===== src/rtl/sdm_dac_pkg.sv =====
// Shared types and helpers for the sigma-delta DAC modulator.
package sdm_dac_pkg;

  typedef enum logic [0:0] {
    IDLE = 1'b0,
    RUN  = 1'b1
  } state_t;

  function automatic int cnt_width(input int osr);
    return $clog2(osr);
  endfunction

endpackage


===== src/rtl/sync_fifo.sv =====
// Small synchronous FIFO; pointers carry one extra wrap bit so full and empty
// can be told apart without a separate occupancy counter.
module sync_fifo #(
  parameter int WIDTH = 8,
  parameter int DEPTH = 2
) (
  input  logic             clk_i,
  input  logic             rst_ni,
  input  logic             push_i,
  input  logic             pop_i,
  input  logic [WIDTH-1:0] data_i,
  output logic [WIDTH-1:0] head_o,
  output logic             full_o,
  output logic             empty_o
);

  localparam int AW = $clog2(DEPTH);

  logic [AW:0]      wr_q, wr_d;
  logic [AW:0]      rd_q, rd_d;
  logic [WIDTH-1:0] mem_q [DEPTH];
  logic             do_push;
  logic             do_pop;

  assign do_push = push_i && !full_o;
  assign do_pop  = pop_i && !empty_o;

  assign wr_d = do_push ? wr_q + (AW + 1)'(1) : wr_q;
  assign rd_d = do_pop  ? rd_q + (AW + 1)'(1) : rd_q;

  always_ff @(posedge clk_i or negedge rst_ni) begin
    if (!rst_ni) begin
      wr_q <= '0;
      rd_q <= '0;
    end else begin
      wr_q <= wr_d;
      rd_q <= rd_d;
    end
  end

  // Storage needs no reset: an entry is only read after it has been written.
  always_ff @(posedge clk_i) begin
    if (do_push) begin
      mem_q[wr_q[AW-1:0]] <= data_i;
    end
  end

  assign empty_o = (wr_q == rd_q);
  assign full_o  = (wr_q[AW] != rd_q[AW]) && (wr_q[AW-1:0] == rd_q[AW-1:0]);
  assign head_o  = mem_q[rd_q[AW-1:0]];

endmodule


===== src/rtl/sdm_dac.sv =====
// First-order sigma-delta DAC: buffered sample codes become OSR-cycle windows
// of pulse-density output on bit_o.
module sdm_dac
  import sdm_dac_pkg::*;
#(
  parameter int RESOLUTION = 8,
  parameter int OSR        = 32,
  parameter int FIFO_DEPTH = 2
) (
  input  logic                  clk_i,
  input  logic                  rst_ni,
  input  logic                  enable_i,
  input  logic [RESOLUTION-1:0] data_i,
  input  logic                  valid_i,
  output logic                  ready_o,
  output logic                  bit_o,
  output logic                  busy_o,
  output logic                  underrun_o
);

  localparam int CW = cnt_width(OSR);
  localparam logic [CW-1:0] CntMax = CW'(OSR - 1);

  state_t                  state_q, state_d;
  logic [RESOLUTION-1:0]   acc_q, acc_d;
  logic [RESOLUTION-1:0]   cur_q, cur_d;
  logic [CW-1:0]           cnt_q, cnt_d;
  logic                    bit_q, bit_d;
  logic                    underrun_q, underrun_d;
  logic                    pop;
  logic                    fifo_full;
  logic                    fifo_empty;
  logic [RESOLUTION-1:0]   fifo_head;
  logic [RESOLUTION:0]     sum;

  sync_fifo #(
    .WIDTH (RESOLUTION),
    .DEPTH (FIFO_DEPTH)
  ) u_fifo (
    .clk_i   (clk_i),
    .rst_ni  (rst_ni),
    .push_i  (valid_i),
    .pop_i   (pop),
    .data_i  (data_i),
    .head_o  (fifo_head),
    .full_o  (fifo_full),
    .empty_o (fifo_empty)
  );

  // The carry out of the accumulator is the modulated bit.
  assign sum = {1'b0, acc_q} + {1'b0, cur_q};

  always_comb begin
    state_d    = state_q;
    acc_d      = acc_q;
    cur_d      = cur_q;
    cnt_d      = cnt_q;
    bit_d      = bit_q;
    underrun_d = 1'b0;
    pop        = 1'b0;
    case (state_q)
      IDLE: begin
        acc_d = '0;
        bit_d = 1'b0;
        if (enable_i && !fifo_empty) begin
          pop     = 1'b1;
          cur_d   = fifo_head;
          cnt_d   = CntMax;
          state_d = RUN;
        end
      end
      RUN: begin
        if (!enable_i) begin
          state_d = IDLE;
          acc_d   = '0;
          bit_d   = 1'b0;
        end else begin
          acc_d = sum[RESOLUTION-1:0];
          bit_d = sum[RESOLUTION];
          if (cnt_q != '0) begin
            cnt_d = cnt_q - 1'b1;
          end else begin
            // Sample boundary: an empty FIFO replays the held sample.
            cnt_d = CntMax;
            if (!fifo_empty) begin
              pop   = 1'b1;
              cur_d = fifo_head;
            end else begin
              underrun_d = 1'b1;
            end
          end
        end
      end
      default: state_d = IDLE;
    endcase
  end

  always_ff @(posedge clk_i or negedge rst_ni) begin
    if (!rst_ni) begin
      state_q    <= IDLE;
      acc_q      <= '0;
      cur_q      <= '0;
      cnt_q      <= '0;
      bit_q      <= 1'b0;
      underrun_q <= 1'b0;
    end else begin
      state_q    <= state_d;
      acc_q      <= acc_d;
      cur_q      <= cur_d;
      cnt_q      <= cnt_d;
      bit_q      <= bit_d;
      underrun_q <= underrun_d;
    end
  end

  assign ready_o    = !fifo_full;
  assign bit_o      = bit_q;
  assign busy_o     = (state_q == RUN);
  assign underrun_o = underrun_q;

endmodule


===== config.mk =====
export PLATFORM = sky130hd
export DESIGN_NAME = sdm_dac
export DESIGN_NICKNAME = d
export VERILOG_FILES = /design/src/rtl/sdm_dac_pkg.sv /design/src/rtl/sync_fifo.sv /design/src/rtl/sdm_dac.sv
export SDC_FILE = /design/constraint.sdc
export NUM_CORES = 1
export LEC_CHECK = 0
export BUFFER_PORTS_ARGS = -buffer_cell sky130_fd_sc_hd__buf_4
export CAP_MARGIN = 5
export CORE_MARGIN = 2
export CORE_UTILIZATION = 45
export DETAILED_ROUTE_END_ITERATION = 12
export PLACE_DENSITY_LB_ADDON = 0.08
export SLEW_MARGIN = 20
export SYNTH_ARGS = -nofsm -noshare
export SYNTH_HDL_FRONTEND = slang
export SYNTH_HIERARCHICAL = 1
export SYNTH_SLANG_ARGS = --single-unit

===== constraint.sdc =====
create_clock -name clk_i -period 2.2 [get_ports clk_i]
set_clock_uncertainty 0.2 [all_clocks]
set_input_delay 0.44 -clock clk_i [delete_from_list [all_inputs] [get_ports clk_i]]
set_output_delay 0.44 -clock clk_i [all_outputs]
set_load 0.01 [all_outputs]

* After elaboration in Yosys (flattened, before gate mapping) *
Memory sizes are Yosys's and may differ from the RTL's.
Index checks and enable logic that the tools add are counted.

cells by class
  $add $sub $neg = 4
  equal/unequal tests = 7
  multiplexer cells = 26
  bitwise operators = 1
  reduce and logical (&&, ||, !) cells = 9

operators by type and width
  cell                                               number
  two-way mux 8 bit                                  5
  one-hot mux 8 bit (2 select lines)                 2
  two-way mux 5 bit                                  3
  two-way mux 1 bit                                  12
  one-hot mux 5 bit (2 select lines)                 1
  adder 8 x 8 -> 9 bit                               1
  != test 2 bit (second input constant)              4
  one-hot mux 1 bit (2 select lines)                 3
  nonzero test 5 bit                                 1
  subtractor 5 x 1 -> 5 bit (second input constant)  1
  adder 2 x 1 -> 2 bit (second input constant)       2
  logical AND 1 bit                                  4
  AND reduction 4 bit                                1
  equality test 2 bit                                1
  zero test 1 bit                                    2
  AND reduction 2 bit                                1
  equality test 1 bit                                1
  != test 1 bit                                      1
  inverter 1 bit                                     1

word-level totals
  register bits = 28
  bits in writable memories = 16
  input bits = 12
  logic and storage cells = 56
  memories = 1

memory list
  name          depth  width  read ports  clocked after Yosys merged registers in  wr ports  line             text
  u_fifo.mem_q  2      8      1           0                                        1         sync_fifo.sv:21  logic [WIDTH-1:0] mem_q [DEPTH];

* Depth between registers and ports, before layout *
  depth after elaboration = 6
  depth in mapped cells = 9

* Modules after synthesis *
Netlist, hierarchy kept.

modules (own cells, without submodules)
  module     times used  cells each  area an instance (µm²)  sequential area each (µm²)
  sdm_dac    1           114         1280.0                  600.6
  sync_fifo  1           52          804.5                   580.6

* Least setup slack after synthesis *
OpenSTA, ideal clock, no wires.

  path type = register to register
  from = register acc_q[0]
  to = register bit_q (netlist: bit_o)
  setup time = 0.120 ns
  arrival time = 1.633 ns
  data required time = 1.880 ns
  setup slack = 0.247 ns
  stages on the path, launching flop included = 7
  clock period less this slack = 1.953 ns
  cell sequence = dfrtp_1 ha_1 fa_1 a211oi_1 o21a_1 o21ai_0 o211a_1

on the way
  cells in the longest elaborated chain, start to end = 3

ends and longest elaborated chain
  element                             line            text
  start, declared                     sdm_dac.sv:25   logic [RESOLUTION-1:0] acc_q, acc_d;
  start signal, assigned              sdm_dac.sv:101  acc_q <= '0;
  start signal, assigned              sdm_dac.sv:108  acc_q <= acc_d;
  adder 8 x 8 -> 9 bit                sdm_dac.sv:51   assign sum = {1'b0, acc_q} + {1'b0, cur_q};
  two-way mux 1 bit                   sdm_dac.sv:73   if (!enable_i) begin
  one-hot mux 1 bit (2 select lines)  sdm_dac.sv:61   case (state_q)
  via bit_d                           sdm_dac.sv:28   logic bit_q, bit_d;
  end signal, assigned                sdm_dac.sv:111  bit_q <= bit_d;
  end, declared                       sdm_dac.sv:28

The timed path passes the listed nets, and every way through them passes these cells.
A chain may end at the register's enable or synchronous reset.

* Final worst setup path *
  from = register u_fifo.wr_q[1]
  to = register cnt_q[3]

on the way
  cells in the longest elaborated chain, start to end = 5

ends and longest elaborated chain
  element                               line             text
  start, declared                       sync_fifo.sv:19  logic [AW:0] wr_q, wr_d;
  start signal, assigned                sync_fifo.sv:36  wr_q <= wr_d;
  equality test 2 bit                   sync_fifo.sv:48  assign empty_o = (wr_q == rd_q);
  via fifo_empty                        sdm_dac.sv:32    logic fifo_empty;
  zero test 1 bit                       sdm_dac.sv:65    if (enable_i && !fifo_empty) begin
  logical AND 1 bit                     sdm_dac.sv:65
  != test 2 bit (no source line)        -
  AND reduction 2 bit (no source line)  -
  end signal, assigned                  sdm_dac.sv:110   cnt_q <= cnt_d;
  end, declared                         sdm_dac.sv:27    logic [CW-1:0] cnt_q, cnt_d;

The timed path passes the listed nets, and every way through them passes these cells.

==> metrics.yaml <==
status: "finished clean"
drcViolationCount: 0
dp_hpwl_um: 2530
tns_ns: 0
synth_seq_cells: 44
cts_max_level: 2
crit_path_max_fanout: 5
fin_hold_ws_ns: 0.124
synthXorXnorAreaFrac: 0.0168
placed_area_mm2: 0.00228
drtIter0Drc: 104
ys_seq_area_frac: 0.567
whs_path_depth: 1
synth_top_family_by_area: "compound AO/OA/AOI/OAI gates"
synth_common_cells: "dfrtp_1 (28), nor2_1 (17), edfxtp_1 (16)"
synthCells: 166
yosys_warnings: 6
grt_max_degree: 29
rr_worst_depth: 7
fmaxAchievable_mhz: 487
layout.nets: 214
grtUsageTotal: 0.153
synth.area.top_cells: "dfrtp_1 (34%), edfxtp_1 (23%), mux2_4 (5.8%)"
grt_overflow: 0
hp-class: "in2reg"
syn-num-nets: 188
synthArstFlopShare: 0.636
period_needed_ns: 2.05
p_leak_nw: 1.08
setup_viol: 0
final_cells: 245
vias: 1342
cts_num_sinks: 44
power.density_mw_per_mm2: 1390
coreArea_mm2: 0.00441
final_util: 0.548
antenna_left: 0
synth.most_common_cell: "dfrtp_1"
synth-main-ff-cell: "dfrtp_1"
grt_pass1_vias: 1363
endpoint_kind: "flop"
critPathLaunchType: "flop"
dieWidth_um: 72.1
drt-total-wl_um: 3550
cts-buffers-inserted: 5
path_clk_slew_ns: 0.09
avgSynthCellArea_um2: 12.6
io_pins: 16
crit_arrival_ns: 2.09
cap_violations: 0
start_util: 0.472
post-place-ws_ns: 0.124
min_period_over_period: 0.933
syn-cell-area_mm2: 0.00208
drt_pass1_iterations: 4
max-slew-margin-rel: 0.695
n_antenna_cell: 0
clockBufferDepth: 2
r2r_end: "cnt_q[3]"
clk_latency_ns: 0.29
place_inst: 235
finalPower_mw: 3.35
ir_drop_mv: 0.703
wl_per_cell_um: 14.5
ff2ff_setup_slack_ns: 0.15
grt_pass1_wl_um: 6100
clockRootBuffer: "clkbuf_8"
yosysUniqueCellTypes: 41
rsz0062_at_grt: "no"
tritoncts: "done"
synthAdderAreaFrac: 0.0636
final_cell_area_mm2: 0.00242
worst_slew_pin_slew_ns: 0.452
synth_edf_count: 16
drv_slew: 0
hold_viol: 0
drive_gt1_frac: 0.269
holdCritStartpoint: "data_i[3]"
die_h_um: 72.1
r2r-start: "u_fifo/wr_q[1]"
antenna_found_initial: 0
min_to: "u_fifo/mem_q[0][3]"
synth_top_area_share: 0.336
crit_type: "reg2reg"
placementRows: 24
dieArea_mm2: 0.00519
yosysTopAreaCell: "dfrtp_1"
crit_required_ns: 2.24
synth_compound_area_frac: 0.114
synthMuxAreaShare: 0.111
gp_congestion: 0.775
io_buffers: 15
area_delta_synth_final_pct: 16.0
synth-simple-area-share: 0.104
via_per_inst: 5.48
setup_ws_ns: 0.148
critical path, stage by stage (launching register included):
cell	delay [ns]
dfrtp_1	0.44
xor2_1	0.20
nor2_1	0.26
inv_1	0.06
o21ai_0	0.38
inv_1	0.18
nand4_1	0.14
o21a_1	0.12
sequential cells by signal (all words and copies together), names as in the netlist:
name,count
bit_o,1
acc_q,8
underrun_o,1
busy_o,1
cur_q,8
cnt_q,5
u_fifo/rd_q,2
u_fifo/wr_q,2
u_fifo/mem_q,16
cell type report:
class                           instances  area, um2
Clock buffer                            5       68.8
Clock inverter                          3       46.3
Fill cell                             375       2000
Inverter                                8       30.0
Multi-Input combinational cell        111        858
Sequential cell                        44       1180
Tap cell                               52       65.1
Timing Repair Buffer                   22        168
routing by layer:
layer,vias to the layer above,track usage,wire length (um)
li1,660,-,-
met3,4,0.0417,90
met5,-,0,0
met1,656,0.194,1700
met2,22,0.256,1730
met4,0,0.0482,34
cells in the final DEF, fill, tap and decap left out, drive strengths merged, types with 3 or more instances in the layout:
| cell type | n |
|---|---|
| nor2 | 18 |
| dfrtp | 28 |
| inv | 9 |
| edfxtp | 16 |
| clkbuf | 5 |
| and3 | 3 |
| mux2 | 17 |
| nand2 | 7 |
| a21oi | 4 |
| o21ai | 17 |
| nor3 | 3 |
| buf | 21 |
| ha | 9 |
| a211oi | 5 |
timing repair:
| action | CTS | global route |
|---|---|---|
| hold endpoints to repair | 28 | 0 |
| buffers inserted | 0 | 1 |
| hold buffers | 1 | 0 |
| endpoints found under the setup margin | 0 | 4 |
| resized for setup | 0 | 1 |
how the worst max path moves through the flow:
stage	start	to	slack [ns]	cells after the start
after floorplan	acc_q[0]	bit_o	0.25	6
after global placement	cnt_q[0]	cur_q[0]	0.16	7
after detailed placement	cnt_q[0]	u_fifo/rd_q[0]	0.12	9
after CTS	cnt_q[1]	u_fifo/rd_q[0]	0.12	9
after global routing	u_fifo/wr_q[1]	cnt_q[2]	0.004	7
final	u_fifo/wr_q[1]	cnt_q[3]	0.15	7
kinds of logic after synthesis:
| family | Yosys count |
|---|---|
| flops | 44 |
| simple gates | 41 |
| compound gates | 38 |
| mux | 18 |
| buf+inv | 11 |
| fa+ha+maj | 10 |
| xor+xnor | 4 |
power breakdown:
group	switching [mW]	internal, mW
combinational	0.698	0.690
sequential	0.196	1.13
clock	0.289	0.342
total	1.18	2.17
(Power assumes the default switching activity.)
